## config.mk

```make
export PLATFORM = sky130hd
export DESIGN_NAME = yuvrgb_flat
export DESIGN_NICKNAME = d
export VERILOG_FILES = /design/src/rtl/yuvrgb_pkg.sv /design/src/rtl/yuvrgb_if.sv /design/src/rtl/yuvrgb_clip8.sv /design/src/rtl/yuvrgb.sv /design/src/flat_wrapper.sv
export SDC_FILE = /design/constraint.sdc
export NUM_CORES = 1
export LEC_CHECK = 0
export ABC_AREA = 1
export CORE_MARGIN = 1.5
export CORE_UTILIZATION = 61
export CTS_CLUSTER_DIAMETER = 200
export CTS_CLUSTER_SIZE = 28
export DETAILED_ROUTE_END_ITERATION = 8
export PLACE_DENSITY = 0.83
export RECOVER_POWER = 50
export SLEW_MARGIN = 15
export SYNTH_ARGS = -nofsm -noshare
export SYNTH_HDL_FRONTEND = slang
export SYNTH_SLANG_ARGS = --single-unit
```

## constraint.sdc

```tcl
create_clock -name clk -period 5.36 [get_ports clk]
set_input_delay 1.072 -clock clk [delete_from_list [all_inputs] [get_ports clk]]
set_output_delay 1.072 -clock clk [all_outputs]
set_load 0.02 [all_outputs]
```

## src/rtl/yuvrgb_pkg.sv

```systemverilog
// Shared constants and types for the BT.601 YUV-to-RGB converter.
package yuvrgb_pkg;

  localparam int SUM_W   = 20;
  localparam int LATENCY = 4;

  localparam int COEF_Y  = 298;
  localparam int COEF_RV = 409;
  localparam int COEF_GU = 100;
  localparam int COEF_GV = 208;
  localparam int COEF_BU = 516;

  localparam int OFF_Y = 16;
  localparam int OFF_C = 128;
  localparam int RND   = 128;

  typedef logic signed [8:0]       diff_t;
  typedef logic signed [SUM_W-1:0] sum_t;

  typedef struct packed {
    logic valid;
    logic sof;
    logic eol;
  } ctl_t;

endpackage

```

## src/rtl/yuvrgb_if.sv

```systemverilog
// Pixel bus into and out of the converter, plus the clip-counter controls.
interface yuvrgb_if #(
  parameter int CNT_W = 16
);
  logic             i_valid;
  logic [7:0]       i_y;
  logic [7:0]       i_u;
  logic [7:0]       i_v;
  logic             i_sof;
  logic             i_eol;
  logic             clr_cnt;
  logic             o_valid;
  logic [7:0]       o_r;
  logic [7:0]       o_g;
  logic [7:0]       o_b;
  logic             o_sof;
  logic             o_eol;
  logic [CNT_W-1:0] o_clip_cnt;

  modport slave (
    input  i_valid, i_y, i_u, i_v, i_sof, i_eol, clr_cnt,
    output o_valid, o_r, o_g, o_b, o_sof, o_eol, o_clip_cnt
  );

  modport master (
    output i_valid, i_y, i_u, i_v, i_sof, i_eol, clr_cnt,
    input  o_valid, o_r, o_g, o_b, o_sof, o_eol, o_clip_cnt
  );
endinterface

```

## src/rtl/yuvrgb_clip8.sv

```systemverilog
// Floor-shifts a rounded sum by 8 and clamps it to 0..255, flagging any clamp.
module yuvrgb_clip8
  import yuvrgb_pkg::*;
(
  input  sum_t       i_sum,
  output logic [7:0] o_pix,
  output logic       o_clip
);

  sum_t w_shr;

  assign w_shr = i_sum >>> 8;

  // NOTE: every output gets a default first so no path leaves it unassigned (no latch).
  always_comb begin
    o_pix  = w_shr[7:0];
    o_clip = 1'b0;
    if (w_shr < sum_t'(0)) begin
      o_pix  = 8'h00;
      o_clip = 1'b1;
    end else if (w_shr > sum_t'(255)) begin
      o_pix  = 8'hFF;
      o_clip = 1'b1;
    end
  end

endmodule

```

## src/rtl/yuvrgb.sv

```systemverilog
// Four-stage BT.601 YUV-to-RGB pipeline with a saturating per-pixel clip counter.
module yuvrgb
  import yuvrgb_pkg::*;
#(
  parameter int CNT_W = 16
) (
  input logic     clk,
  input logic     rst,
  yuvrgb_if.slave bus
);

  localparam logic [CNT_W-1:0] CNT_MAX = '1;

  ctl_t r_ctl1, r_ctl2, r_ctl3;

  diff_t r_c, r_d, r_e;
  sum_t  r_p_yc, r_p_rv, r_p_gu, r_p_gv, r_p_bu;
  sum_t  r_sum_r, r_sum_g, r_sum_b;

  logic [7:0] w_r, w_g, w_b;
  logic       w_clip_r, w_clip_g, w_clip_b;
  logic       w_clip;

  logic             r_o_valid, r_o_sof, r_o_eol;
  logic [7:0]       r_o_r, r_o_g, r_o_b;
  logic [CNT_W-1:0] r_clip_cnt;

  // Control travels beside the data; markers are qualified by valid on entry.
  // NOTE: sequential state uses non-blocking assignments so every stage samples pre-edge values.
  always_ff @(posedge clk) begin
    if (rst) begin
      r_ctl1 <= '0;
      r_ctl2 <= '0;
      r_ctl3 <= '0;
    end else begin
      r_ctl1 <= '{valid: bus.i_valid,
                  sof:   bus.i_valid & bus.i_sof,
                  eol:   bus.i_valid & bus.i_eol};
      r_ctl2 <= r_ctl1;
      r_ctl3 <= r_ctl2;
    end
  end

  // NOTE: datapath registers have no reset; the stage valid bits decide whether they matter.
  always_ff @(posedge clk) begin
    r_c <= diff_t'({1'b0, bus.i_y}) - diff_t'(OFF_Y);
    r_d <= diff_t'({1'b0, bus.i_u}) - diff_t'(OFF_C);
    r_e <= diff_t'({1'b0, bus.i_v}) - diff_t'(OFF_C);

    r_p_yc <= sum_t'(r_c) * sum_t'(COEF_Y);
    r_p_rv <= sum_t'(r_e) * sum_t'(COEF_RV);
    r_p_gu <= sum_t'(r_d) * sum_t'(COEF_GU);
    r_p_gv <= sum_t'(r_e) * sum_t'(COEF_GV);
    r_p_bu <= sum_t'(r_d) * sum_t'(COEF_BU);

    r_sum_r <= r_p_yc + r_p_rv + sum_t'(RND);
    r_sum_g <= r_p_yc - r_p_gu - r_p_gv + sum_t'(RND);
    r_sum_b <= r_p_yc + r_p_bu + sum_t'(RND);
  end

  yuvrgb_clip8 u_clip_r (.i_sum(r_sum_r), .o_pix(w_r), .o_clip(w_clip_r));
  yuvrgb_clip8 u_clip_g (.i_sum(r_sum_g), .o_pix(w_g), .o_clip(w_clip_g));
  yuvrgb_clip8 u_clip_b (.i_sum(r_sum_b), .o_pix(w_b), .o_clip(w_clip_b));

  assign w_clip = w_clip_r | w_clip_g | w_clip_b;

  // Colour outputs hold through bubbles; the counter counts pixels, not channels.
  always_ff @(posedge clk) begin
    if (rst) begin
      r_o_valid  <= 1'b0;
      r_o_sof    <= 1'b0;
      r_o_eol    <= 1'b0;
      r_o_r      <= 8'h00;
      r_o_g      <= 8'h00;
      r_o_b      <= 8'h00;
      r_clip_cnt <= '0;
    end else begin
      r_o_valid <= r_ctl3.valid;
      r_o_sof   <= r_ctl3.valid & r_ctl3.sof;
      r_o_eol   <= r_ctl3.valid & r_ctl3.eol;
      if (r_ctl3.valid) begin
        r_o_r <= w_r;
        r_o_g <= w_g;
        r_o_b <= w_b;
      end
      if (bus.clr_cnt) begin
        r_clip_cnt <= '0;
      end else if (r_ctl3.valid && w_clip && (r_clip_cnt != CNT_MAX)) begin
        r_clip_cnt <= r_clip_cnt + CNT_W'(1);
      end
    end
  end

  assign bus.o_valid    = r_o_valid;
  assign bus.o_sof      = r_o_sof;
  assign bus.o_eol      = r_o_eol;
  assign bus.o_r        = r_o_r;
  assign bus.o_g        = r_o_g;
  assign bus.o_b        = r_o_b;
  assign bus.o_clip_cnt = r_clip_cnt;

endmodule

```

## src/flat_wrapper.sv

```systemverilog
// flat-port wrapper written by rule: the top's interface ports become plain ports
module yuvrgb_flat import yuvrgb_pkg::*;
#(
  parameter int CNT_W = 16
)
  (clk, rst, bus_i_valid, bus_i_y, bus_i_u, bus_i_v, bus_i_sof, bus_i_eol, bus_clr_cnt, bus_o_valid, bus_o_r, bus_o_g, bus_o_b, bus_o_sof, bus_o_eol, bus_o_clip_cnt);
  yuvrgb_if #(.CNT_W(CNT_W)) bus_i ();
  input logic clk;
  input logic rst;
  input wire logic [$bits(bus_i.i_valid)-1:0] bus_i_valid;
  input wire logic [$bits(bus_i.i_y)-1:0] bus_i_y;
  input wire logic [$bits(bus_i.i_u)-1:0] bus_i_u;
  input wire logic [$bits(bus_i.i_v)-1:0] bus_i_v;
  input wire logic [$bits(bus_i.i_sof)-1:0] bus_i_sof;
  input wire logic [$bits(bus_i.i_eol)-1:0] bus_i_eol;
  input wire logic [$bits(bus_i.clr_cnt)-1:0] bus_clr_cnt;
  output wire logic [$bits(bus_i.o_valid)-1:0] bus_o_valid;
  output wire logic [$bits(bus_i.o_r)-1:0] bus_o_r;
  output wire logic [$bits(bus_i.o_g)-1:0] bus_o_g;
  output wire logic [$bits(bus_i.o_b)-1:0] bus_o_b;
  output wire logic [$bits(bus_i.o_sof)-1:0] bus_o_sof;
  output wire logic [$bits(bus_i.o_eol)-1:0] bus_o_eol;
  output wire logic [$bits(bus_i.o_clip_cnt)-1:0] bus_o_clip_cnt;
  assign bus_i.i_valid = bus_i_valid;
  assign bus_i.i_y = bus_i_y;
  assign bus_i.i_u = bus_i_u;
  assign bus_i.i_v = bus_i_v;
  assign bus_i.i_sof = bus_i_sof;
  assign bus_i.i_eol = bus_i_eol;
  assign bus_i.clr_cnt = bus_clr_cnt;
  assign bus_o_valid = bus_i.o_valid;
  assign bus_o_r = bus_i.o_r;
  assign bus_o_g = bus_i.o_g;
  assign bus_o_b = bus_i.o_b;
  assign bus_o_sof = bus_i.o_sof;
  assign bus_o_eol = bus_i.o_eol;
  assign bus_o_clip_cnt = bus_i.o_clip_cnt;
  yuvrgb #(.CNT_W(CNT_W)) u_core (.clk(clk), .rst(rst), .bus(bus_i));
endmodule
```

==> qor.yml, run 1 <==
synth:
  synth_most_common_cell: "nand2_1"
  yosys-top-cells-count: "nand2_1, inv_1, ha_1"
  synth-main-ff-cell: "dfxtp_1"
  synth_area_per_cell_um2: 8.27
  ys_types: 36
  ys_ff_latch: 192
  syn_nets: 1946
  yosys_warnings: 0
  async_flop_share: 0
  yosysTopAreaCell: "dfxtp_1"
  netlist_instances: 1603
  ys_seq_area_frac: 0.290
  synthesis.area_mm2: 0.0133
  yosysTopAreaCellShare: 0.290
  synth_edf_count: 0
  netlist_top_cells_area: "dfxtp_1, ha_1, nand2_1, fa_1, inv_1"
sta:
  fin_setup_tns_ps: 0
  hold_viol_final: 0
  relSlewSlack: -0.00967
  max_clock_freq_mhz: 248
  worstMarginPinSlew_ps: 1510
  skew_ps: 16.5
  period_needed_ps: 4030
  fin_crit_sh: 0.751
  drv_slew: 38
  rsz0062_at_grt: "no"
  setup_viol_count_final: 0
grt:
  antenna_found_initial: 0
  grt_pass1_vias: 10056
  grt_max_degree: 38
  grt_usage: 0.259
  grt_pass1_wl_mm: 46.4
  grt-ovfl-total: 0
routing:
  wl_per_cell_um: 14.1
  vias_per_cell: 5.32
  dr.pass1.iters: 5
  wl_mm: 27.9
  drtIter0Drc: 554
  drc: 0
  ant_nets: 0
  via_count: 10510
status:
  status: "complete, but fails checks"
  violations: "capacitance limit, slew limit"
min_path:
  hold_path_depth: 2
  hold_path_class: "flop to flop"
finish:
  nNetsFinal: 2030
  stdcell_count: 1975
  drive_above_1_share: 0.0276
  area_growth_pct: 11.9
  diodes: 0
die:
  dieArea_mm2: 0.0226
  die_w_um: 150
  core_area_mm2: 0.0212
  rows: 53
  io_pins: 73
  die_h_um: 150
  start_util: 0.626
worst_setup_path:
  crit_type: "flop to flop"
  rrSetupSlack_ps: 1330
  path_max_fanout: 11
  cp-start-kind: "flop"
  crit_slowest_cell: "fa_1"
  r2r_cells: 16
  crit_family: "adder cells"
  cp.arrival_ps: 4360
  cpPeakStageDelay_ps: 530
  cp-end-kind: "flop"
  critical_path_depth: 16
  cp_cell_sequence: "buf_4 > inv_1 > ha_1 > inv_1 > ha_1 > inv_1 > fa_1 > inv_1 > fa_1 > ha_1 > ha_1 > a21oi_1 > o211ai_1 > nand3_1 > nand3_1 > nand2_1"
  required_ps: 5690
  worstPathBufferInverterCount: 5
power:
  ir_drop_v: 0.000383
  p_per_area_mw_per_mm2: 590
  p_leak_nw: 7.68
clock_tree:
  clock-sinks: 192
  cts_tree: "yes"
  cts_hold_buf: 0
  post-cts-setup-buffer-count: 0
  clkTransAtPathRegs_ps: 70
  htreeDepth: 4
  clk_latency_ps: 440
  cts_resized: 0
  cts_root_buf: "clkbuf_16"
  clock_path_buffers: 2
  cts_buffers: 17
placed_design:
  place_congestion: 0.894
  port_buffers: 72
  dp_hpwl_mm: 22.3
  dp.cells: 1943
flow_run:
  drv_cap: 1
==> cell usage in the layout (no fill, tap or decap), types with 4 or more instances in the layout <==
cell type,netlist,final
a21o_1,12,12
a21oi_1,108,108
a31oi_1,5,5
clkbuf_16,0,17
clkdlybuf4s50_1,0,50
dfxtp_1,192,192
dlygate4sd3_1,0,22
fa_1,54,54
ha_1,259,259
inv_1,266,266
inv_2,4,4
inv_6,0,6
nand2_1,306,306
nand3_1,73,73
nand3b_1,4,4
nand4_1,15,15
nor2_1,116,116
nor3_1,12,12
o21a_1,5,5
o21ai_0,54,54
o21bai_1,8,8
xnor2_1,20,20
xor2_1,59,59
==> cells by family (layout without fill, tap and decap cells) <==
kind of cell / Yosys count / after routing / synth area share
buffers and inverters: 281 / 378 / 0.0807
AO/OA/AOI/OAI: 197 / 197 / 0.0806
XOR/XNOR: 79 / 79 / 0.0522
flip-flops: 192 / 192 / 0.290
AND/OR/NAND/NOR: 541 / 541 / 0.170
adder cells (fa/ha/maj): 313 / 313 / 0.326
==> registers in the layout, indices dropped and copies added (netlist names), 8 cells and up <==
register	cells
u_core.r_sum_r	12
u_core.r_p_bu	15
u_core.bus.o_g	8
u_core.r_sum_b	12
u_core.bus.o_clip_cnt	16
u_core.r_sum_g	12
u_core.r_p_yc	18
u_core.r_d	8
u_core.r_p_rv	19
u_core.bus.o_r	8
u_core.r_e	8
u_core.r_c	9
u_core.bus.o_b	8
u_core.r_p_gv	12
u_core.r_p_gu	15
==> area by class of cell <==
type / count / area [µm²]
Clock buffer: 17 / 425
Multi-Input combinational cell: 1130 / 8340
Tap cell: 275 / 344
Fill cell: 1623 / 6330
Clock inverter: 15 / 124
Timing Repair Buffer: 75 / 736
Inverter: 271 / 1020
Sequential cell: 192 / 3840
==> where the power goes <==
group / total [W] / switching [W] / internal, W
registers: 0.00209 / 0.000234 / 0.00186
logic: 0.00545 / 0.00339 / 0.00206
clock network: 0.00120 / 0.000589 / 0.000609
total: 0.00874 / 0.00421 / 0.00453
==> worst min-delay path, cell delays in order, from the launching register on <==
cell     delay (ps)
dfxtp_1         300
inv_1            40
nor2_1           30
==> final timing paths <==
kind | start | to
max | u_core.r_e[7] | u_core.r_p_rv[15]
max reg2reg | u_core.r_e[7] | u_core.r_p_rv[15]
min reg2reg | u_core.r_ctl2[0] | u_core.r_ctl3[0]
min | u_core.r_ctl2[0] | u_core.r_ctl3[0]
==> metrics by stage <==
step,hold slack [ps],power [W],area [µm²],setup WS [ps],utilization
floorplan,371,0.00609,13300,1540,-
global placement,389,0.00729,14300,1440,0.675
detailed placement,397,0.00740,14300,1340,0.675
CTS,397,0.00869,14800,1320,0.701
global route,407,0.00955,14800,1020,0.701
finish,399,0.00874,14800,1330,0.701
==> per-layer routing <==
layer / routed length [µm] / share of wire / vias up / GRT usage
met5: 0 / 0 / - / 0
met4: 946 / 0.034 / 0 / 0.103
met3: 1440 / 0.052 / 53 / 0.0364
met2: 12900 / 0.46 / 274 / 0.438
met1: 12600 / 0.45 / 4850 / 0.332
li1: - / - / 5333 / -
(Power assumes the default switching activity.)
==> run 2, diff against run 1 <==
==> constraint.sdc (replaced) <==
create_clock -name clk -period 3.8 [get_ports clk]
set_input_delay 0.76 -clock clk [delete_from_list [all_inputs] [get_ports clk]]
set_output_delay 0.76 -clock clk [all_outputs]
set_load 0.02 [all_outputs]
==> run 2 against run 1 <==
Against the previous run:
- the run still ends with capacitance limit, slew limit left
- clock skew is 0.91 ps lower
- global-route usage is 0.26 points higher
- combinational power is 41% higher
- sequential power is 41% higher
- via count hardly changed
- utilization is 0.70 points higher
- count of clock-buffer cells in the layout is 1 higher
- fmax is 10% higher
- power is 43% higher
- largest cell class unchanged
- worst hold slack hardly changed
- design area is 1.0% higher
- sequential cell count stayed put
==> qor.yml, run 2 (synthesized netlist as in run 1, its figures left out) <==
status:
  status: "complete, but fails checks"  # unchanged
  violations: "capacitance limit, slew limit"  # unchanged
finish:
  most-common-layout-cells: "nand2_1, inv_1, ha_1, dfxtp_1, nor2_1"  # unchanged
  seq_area_mm2: 0.00385  # was 0.00384 mm²
  largest_reg_flops: 19  # unchanged
  drive_above_1_share: 0.0357  # was 0.0276
  stdcell_count: 1983  # was 1975
  nNetsFinal: 2038  # was 2030
  final_common_cell: "nand2_1"  # unchanged
  fillers: 1629  # was 1623
  area_growth_pct: 13.0  # was 11.9%
  multi_input_area_mm2: 0.00837  # was 0.00834 mm²
  diodes: 0  # unchanged
  regMostFlops: "u_core.r_p_rv"  # unchanged
worst_setup_path:
  critPathLaunch: "u_core.r_e[7]"  # unchanged
  required_ps: 4160  # was 5690 ps
  crit_slowest_cell: "fa_1"  # unchanged
  cpPeakStageDelay_ps: 520  # was 530 ps
  r2r-end: "u_core.r_p_rv[16]"  # was u_core.r_p_rv[15]
  cp.arrival_ps: 4010  # was 4360 ps
  rrSetupSlack_ps: 150  # was 1330 ps
  r2r_cells: 15  # was 16
  crit_top_cell: "inv_1"
  crit_family: "adder cells"  # unchanged
  cp-end-kind: "flop"  # unchanged
  crit_type: "flop to flop"  # unchanged
  timing.rr.start: "u_core.r_e[7]"  # unchanged
  cp_cell_sequence: "inv_1 > ha_1 > inv_1 > ha_1 > inv_1 > fa_1 > inv_1 > fa_1 > ha_1 > ha_2 > nand2_1 > o21ai_0 > nand2_1 > nand3_1 > xor2_1"  # was buf_4 > inv_1 > ha_1 > inv_1 > ha_1 > inv_1 > fa_1 > inv_1 > fa_1 > ha_1 > ha_1 > a21oi_1 > o211ai_1 > nand3_1 > nand3_1 > nand2_1
  worstPathBufferInverterCount: 4  # was 5
  cp-start-kind: "flop"  # unchanged
  path_max_fanout: 6  # was 11
sta:
  rsz0062_at_grt: "no"  # unchanged
  skew_ps: 15.6  # was 16.5 ps
  period_needed_ps: 3650  # was 4030 ps
  max_clock_freq_mhz: 274  # was 248 MHz
  fin_setup_tns_ps: 0  # unchanged
  fin_crit_sh: 0.959  # was 0.751
  relSlewSlack: -0.0174  # was -0.00967
  drv_slew: 38  # unchanged
  worstMarginPinSlew_ps: 1530  # was 1510 ps
  setup_viol_count_final: 0  # unchanged
  hold_viol_final: 0  # unchanged
die:
  io_pins: 73  # unchanged
  die_h_um: 150  # unchanged
  die_w_um: 150  # unchanged
  rows: 53  # unchanged
  core_area_mm2: 0.0212  # unchanged
  dieArea_mm2: 0.0226  # unchanged
  start_util: 0.626  # unchanged
power:
  ir_drop_v: 0.000684  # was 0.000383 V
  p_per_area_mw_per_mm2: 833  # was 590 mW/mm²
  p_leak_nw: 7.74  # was 7.68 nW
  p_total_w: 0.0125  # was 0.00874 W
grt:
  grt_pass1_wl_mm: 46.9  # was 46.4 mm
  grt-ovfl-total: 0  # unchanged
  grt_max_degree: 38  # unchanged
  grt_usage: 0.261  # was 0.259
  grt_pass1_vias: 10216  # was 10056
  antenna_found_initial: 0  # unchanged
placed_design:
  dp.cells: 1949  # was 1943
  dp_hpwl_mm: 22.7  # was 22.3 mm
  place_congestion: 0.902  # was 0.894
  port_buffers: 72  # unchanged
clock_tree:
  clock-sinks: 192  # unchanged
  clk_latency_ps: 440  # about the same
  cts_tree: "yes"  # unchanged
  cts_buffers: 17  # unchanged
  clkTransAtPathRegs_ps: 80  # was 70 ps
  cts_hold_buf: 0  # unchanged
  htreeDepth: 4  # unchanged
  cts_root_buf: "clkbuf_16"  # unchanged
  clock_path_buffers: 2  # unchanged
min_path:
  hold_path_depth: 0  # was 2
  hold_path_class: "flop to flop"  # unchanged
  hold_end: "u_core.r_p_rv[1]"  # was u_core.r_ctl3[0]
  min_from: "u_core.r_e[1]"  # was u_core.r_ctl2[0]
routing:
  wl_per_cell_um: 14.2  # was 14.1 µm
  wl_mm: 28.1  # was 27.9 mm
  drtIter0Drc: 544  # was 554
  drc: 0  # unchanged
  dr.pass1.iters: 6  # was 5
  via_count: 10512  # was 10510
  ant_nets: 0  # unchanged
  vias_per_cell: 5.30  # was 5.32
flow_run:
  drv_cap: 1  # unchanged
-- run 2: changes by cell type in the layout (fill, tap and decap cells not counted), moves of 3 or more --
cell / delta
dfxtp_1: -3
ha_1: -4
buf_4: +6
dfxtp_2: +3
-- run 2: worst reg2reg max path, stage by stage, from the launching register on --
cell and delay [ps]:
dfxtp_2 420, inv_1 80, ha_1 280, inv_1 80
ha_1 170, inv_1 60, fa_1 520, inv_1 50
fa_1 480, ha_1 330, ha_2 380, nand2_1 100
o21ai_0 280, nand2_1 100, nand3_1 90, xor2_1 130
-- run 2: stage by stage --
stage / utilization / setup WS (ps) / area [µm²] / hold slack, ps
2_1_floorplan: - / 167 / 13300 / 371
3_3_place_gp: 0.678 / 186 / 14300 / 386
3_5_place_dp: 0.678 / 80.5 / 14300 / 398
4_1_cts: 0.706 / 42.7 / 14900 / 417
5_1_grt: 0.708 / 4.93 / 15000 / 401
6_report: 0.708 / 154 / 15000 / 399
-- run 2: worst max-delay path by stage --
stage | depth (start not counted) | endpoint | slack [ps]
detailed placement | 16 | u_core.r_p_rv[17] | 80
CTS | 13 | u_core.r_p_rv[18] | 40
global route | 16 | u_core.r_p_rv[15] | 5
finish | 15 | u_core.r_p_rv[16] | 150
floorplan | 15 | u_core.r_p_rv[15] | 170
global placement | 13 | u_core.r_p_rv[18] | 190
-- run 2: repair_timing --
action,CTS,global route
buffers inserted,0,2
setup endpoints to repair,0,5
resized for setup,0,8
-- run 2: area by class of cell --
type                    count  share of cell area
clock buffers              18              0.0293
clock inverters            14              0.0113
inverters                 271              0.0679
multi-input cells        1130               0.559
flip-flops and latches    192               0.257
well taps                 275              0.0230
repair buffers             83              0.0526
-- run 2: where the power goes --
| group | leakage [nW] | internal (W) | total (W) | switching (W) |
|---|---|---|---|---|
| clock network | 0.302 | 0.00101 | 0.00183 | 0.000822 |
| logic | 5.84 | 0.00294 | 0.00769 | 0.00476 |
| registers | 1.60 | 0.00262 | 0.00295 | 0.000330 |
-- run 2: layer usage --
metal	wire length, µm	vias up	GRT usage
met5	0	-	0
met4	1020	0	0.120
met3	1300	60	0.0352
met2	13100	280	0.438
met1	12700	4821	0.334
li1	-	5351	-
==> run 3, diff against run 2 <==
--- a/config.mk
+++ b/config.mk
@@ -6,7 +6,7 @@
 export NUM_CORES = 1
 export LEC_CHECK = 0
 export ABC_AREA = 1
-export CORE_MARGIN = 1.5
+export CORE_MARGIN = 2
 export CORE_UTILIZATION = 61
 export CTS_CLUSTER_DIAMETER = 200
 export CTS_CLUSTER_SIZE = 28
==> run 3 against run 2 <==
Against the previous run:
- the flow still finishes with violations (capacitance limit, slew limit)
- clock skew decreased by 1.7 ps
- setup slack improved by 3.1 ps
- power decreased by 1.3%
- worst hold slack got worse by 2.9 ps
- first-iteration DRC count decreased by 8.6%
- non-clock buffer count decreased by 2
- design area decreased by 0.43%
- register-to-register slack about the same
- critical path type unchanged
- critical endpoint is now u_core.r_p_rv[15]
==> qor.yml, run 3 (synthesized netlist as in run 1, its figures left out) <==
status:
  status: "complete, but fails checks"  # unchanged
  violations: "capacitance limit, slew limit"  # unchanged
clock_tree:
  clkTransAtPathRegs_ps: 70  # was 80 ps
  clock-sinks: 192  # unchanged
  post-cts-setup-buffer-count: 0  # unchanged
  cts_root_buf: "clkbuf_16"  # unchanged
  cts_tree: "yes"  # unchanged
  clock_path_buffers: 2  # unchanged
  clk_latency_ps: 450  # was 440 ps
  cts_buffers: 17  # unchanged
  htreeDepth: 4  # unchanged
power:
  p_seq_frac: 0.240  # was 0.237
  power_frac_comb: 0.620  # was 0.616
  p_per_area_mw_per_mm2: 826  # was 833 mW/mm²
  p_sw_w: 0.00592  # was 0.00591 W
  p_clk_frac: 0.140  # was 0.147
  swShare: 0.480  # was 0.474
  p_total_w: 0.0123  # was 0.0125 W
  ir_drop_v: 0.000636  # was 0.000684 V
  power.internal_w: 0.00641  # was 0.00657 W
  p_leak_nw: 7.70  # was 7.74 nW
grt:
  grt-ovfl-total: 0  # unchanged
  grt_pass1_wl_mm: 46.4  # was 46.9 mm
  grt_max_degree: 38  # unchanged
  grt_usage: 0.257  # was 0.261
  antenna_found_initial: 0  # unchanged
  grt_pass1_vias: 10079  # was 10216
sta:
  drv_slew: 38  # unchanged
  worstMarginPinSlew_ps: 1520  # was 1530 ps
  setup_viol_count_final: 0  # unchanged
  fin_crit_sh: 0.959  # about the same
  relSlewSlack: -0.0107  # was -0.0174
  skew_ps: 13.8  # was 15.6 ps
  hold_viol_final: 0  # unchanged
  max_clock_freq_mhz: 275  # was 274 MHz
  period_needed_ps: 3640  # was 3650 ps
flow_run:
  drv_cap: 1  # unchanged
die:
  die_h_um: 151  # was 150 µm
  start_util: 0.626  # unchanged
  die_w_um: 151  # was 150 µm
  dieArea_mm2: 0.0229  # was 0.0226 mm²
  core_area_mm2: 0.0212  # unchanged
  io_pins: 73  # unchanged
  rows: 53  # unchanged
placed_design:
  port_buffers: 72  # unchanged
  dp_hpwl_mm: 22.5  # was 22.7 mm
  dp.cells: 1949  # unchanged
  place_congestion: 0.922  # was 0.902
worst_setup_path:
  crit_top_cell: "nand2_1"  # was inv_1
  path_max_fanout: 4  # was 6
  cp-end-kind: "flop"  # unchanged
  cp-start-kind: "flop"  # unchanged
  worstPathBufferInverterCount: 2  # was 4
  cp.arrival_ps: 3980  # was 4010 ps
  crit_type: "flop to flop"  # unchanged
  cp_cell_sequence: "ha_1 > ha_1 > inv_1 > fa_1 > inv_1 > fa_1 > fa_1 > ha_4 > a21oi_1 > nand2_2 > nand2_1 > o211ai_1 > nand3_1 > nand2_1 > nand2_1 > nand2_1"  # was inv_1 > ha_1 > inv_1 > ha_1 > inv_1 > fa_1 > inv_1 > fa_1 > ha_1 > ha_2 > nand2_1 > o21ai_0 > nand2_1 > nand3_1 > xor2_1
  crit_slowest_cell: "fa_1"  # unchanged
  cpPeakStageDelay_ps: 560  # was 520 ps
  crit_family: "adder cells"  # unchanged
  required_ps: 4140  # was 4160 ps
finish:
  diodes: 0  # unchanged
  regMostFlops: "u_core.r_p_rv"  # unchanged
  drive_above_1_share: 0.0340  # was 0.0357
  final_common_cell: "nand2_1"  # unchanged
  stdcell_count: 1981  # was 1983
  area_growth_pct: 12.5  # was 13.0%
  largest_reg_flops: 19  # unchanged
  most-common-layout-cells: "nand2_1, inv_1, ha_1, dfxtp_1, nor2_1"  # unchanged
  nNetsFinal: 2036  # was 2038
routing:
  drtIter0Drc: 497  # was 544
  dr.pass1.iters: 5  # was 6
  drc: 0  # unchanged
  vias_per_cell: 5.29  # was 5.30
  wl_mm: 28.3  # was 28.1 mm
  wl_per_cell_um: 14.3  # was 14.2 µm
  via_count: 10472  # was 10512
  ant_nets: 0  # unchanged
min_path:
  hold_path_class: "flop to flop"  # unchanged
-- run 3: timing repair --
item / CTS / global route
setup endpoints to repair: 0 / 4
gates resized for setup: 0 / 7
hold buffers: 0 / 0
-- run 3: final cells by class --
| cell class | instances | area, µm² |
|---|---|---|
| clock buffer | 17 | 425 |
| clock inverter | 15 | 146 |
| fill | 1614 | 6240 |
| inverter | 271 | 1020 |
| multi-input combinational | 1130 | 8360 |
| sequential | 192 | 3850 |
| tap | 275 | 344 |
| timing repair buffer | 81 | 773 |
-- run 3: layer usage --
metal / vias to the layer above / wire (µm) / part of all wire / track usage
li1: 5343 / - / - / -
met1: 4788 / 12600 / 0.45 / 0.318
met2: 269 / 13200 / 0.47 / 0.446
met3: 72 / 1350 / 0.048 / 0.0395
met4: 0 / 1150 / 0.041 / 0.111
met5: - / 0 / 0 / 0
-- run 3: power by group through the flow --
stage	clock, W	sequential (W)	combinational [W]
after global routing	0.00184	0.00298	0.00870
after floorplan	0	0.00284	0.00575
after detailed placement	0	0.00299	0.00740
final	0.00173	0.00295	0.00764
after global placement	0	0.00297	0.00729
after CTS	0.00175	0.00295	0.00753
-- run 3: worst paths after layout --
kind | to | depth (start not counted) | start | slack (ps)
worst min-delay path | u_core.r_p_rv[1] | 0 | u_core.r_e[1] | 400
worst max-delay path | u_core.r_p_rv[15] | 16 | u_core.r_e[4] | 160
worst max register to register | u_core.r_p_rv[15] | 16 | u_core.r_e[4] | 160
worst min register to register | u_core.r_p_rv[1] | 0 | u_core.r_e[1] | 400
-- run 3: worst reg2reg max path, delay by kind of cell, from the launching register on --
family | cells | cell delay, ps
adders and majority gates | 6 | 2310
AOI/OAI and AO/OA | 2 | 300
DFF | 1 | 350
buffers and inverters | 2 | 100
and+or+nand+nor | 6 | 490
-- run 3: through the flow --
stage | utilization | hold WS [ps] | setup WS [ps] | TNS [ps] | area (µm²)
2_1_floorplan | - | 371 | 167 | 0 | 13300
3_3_place_gp | 0.678 | 384 | 202 | 0 | 14300
3_5_place_dp | 0.678 | 389 | 95.4 | 0 | 14300
4_1_cts | 0.705 | 405 | 37.4 | 0 | 14900
5_1_grt | 0.705 | 399 | -45.0 | -85.9 | 14900
6_report | 0.705 | 396 | 158 | 0 | 14900
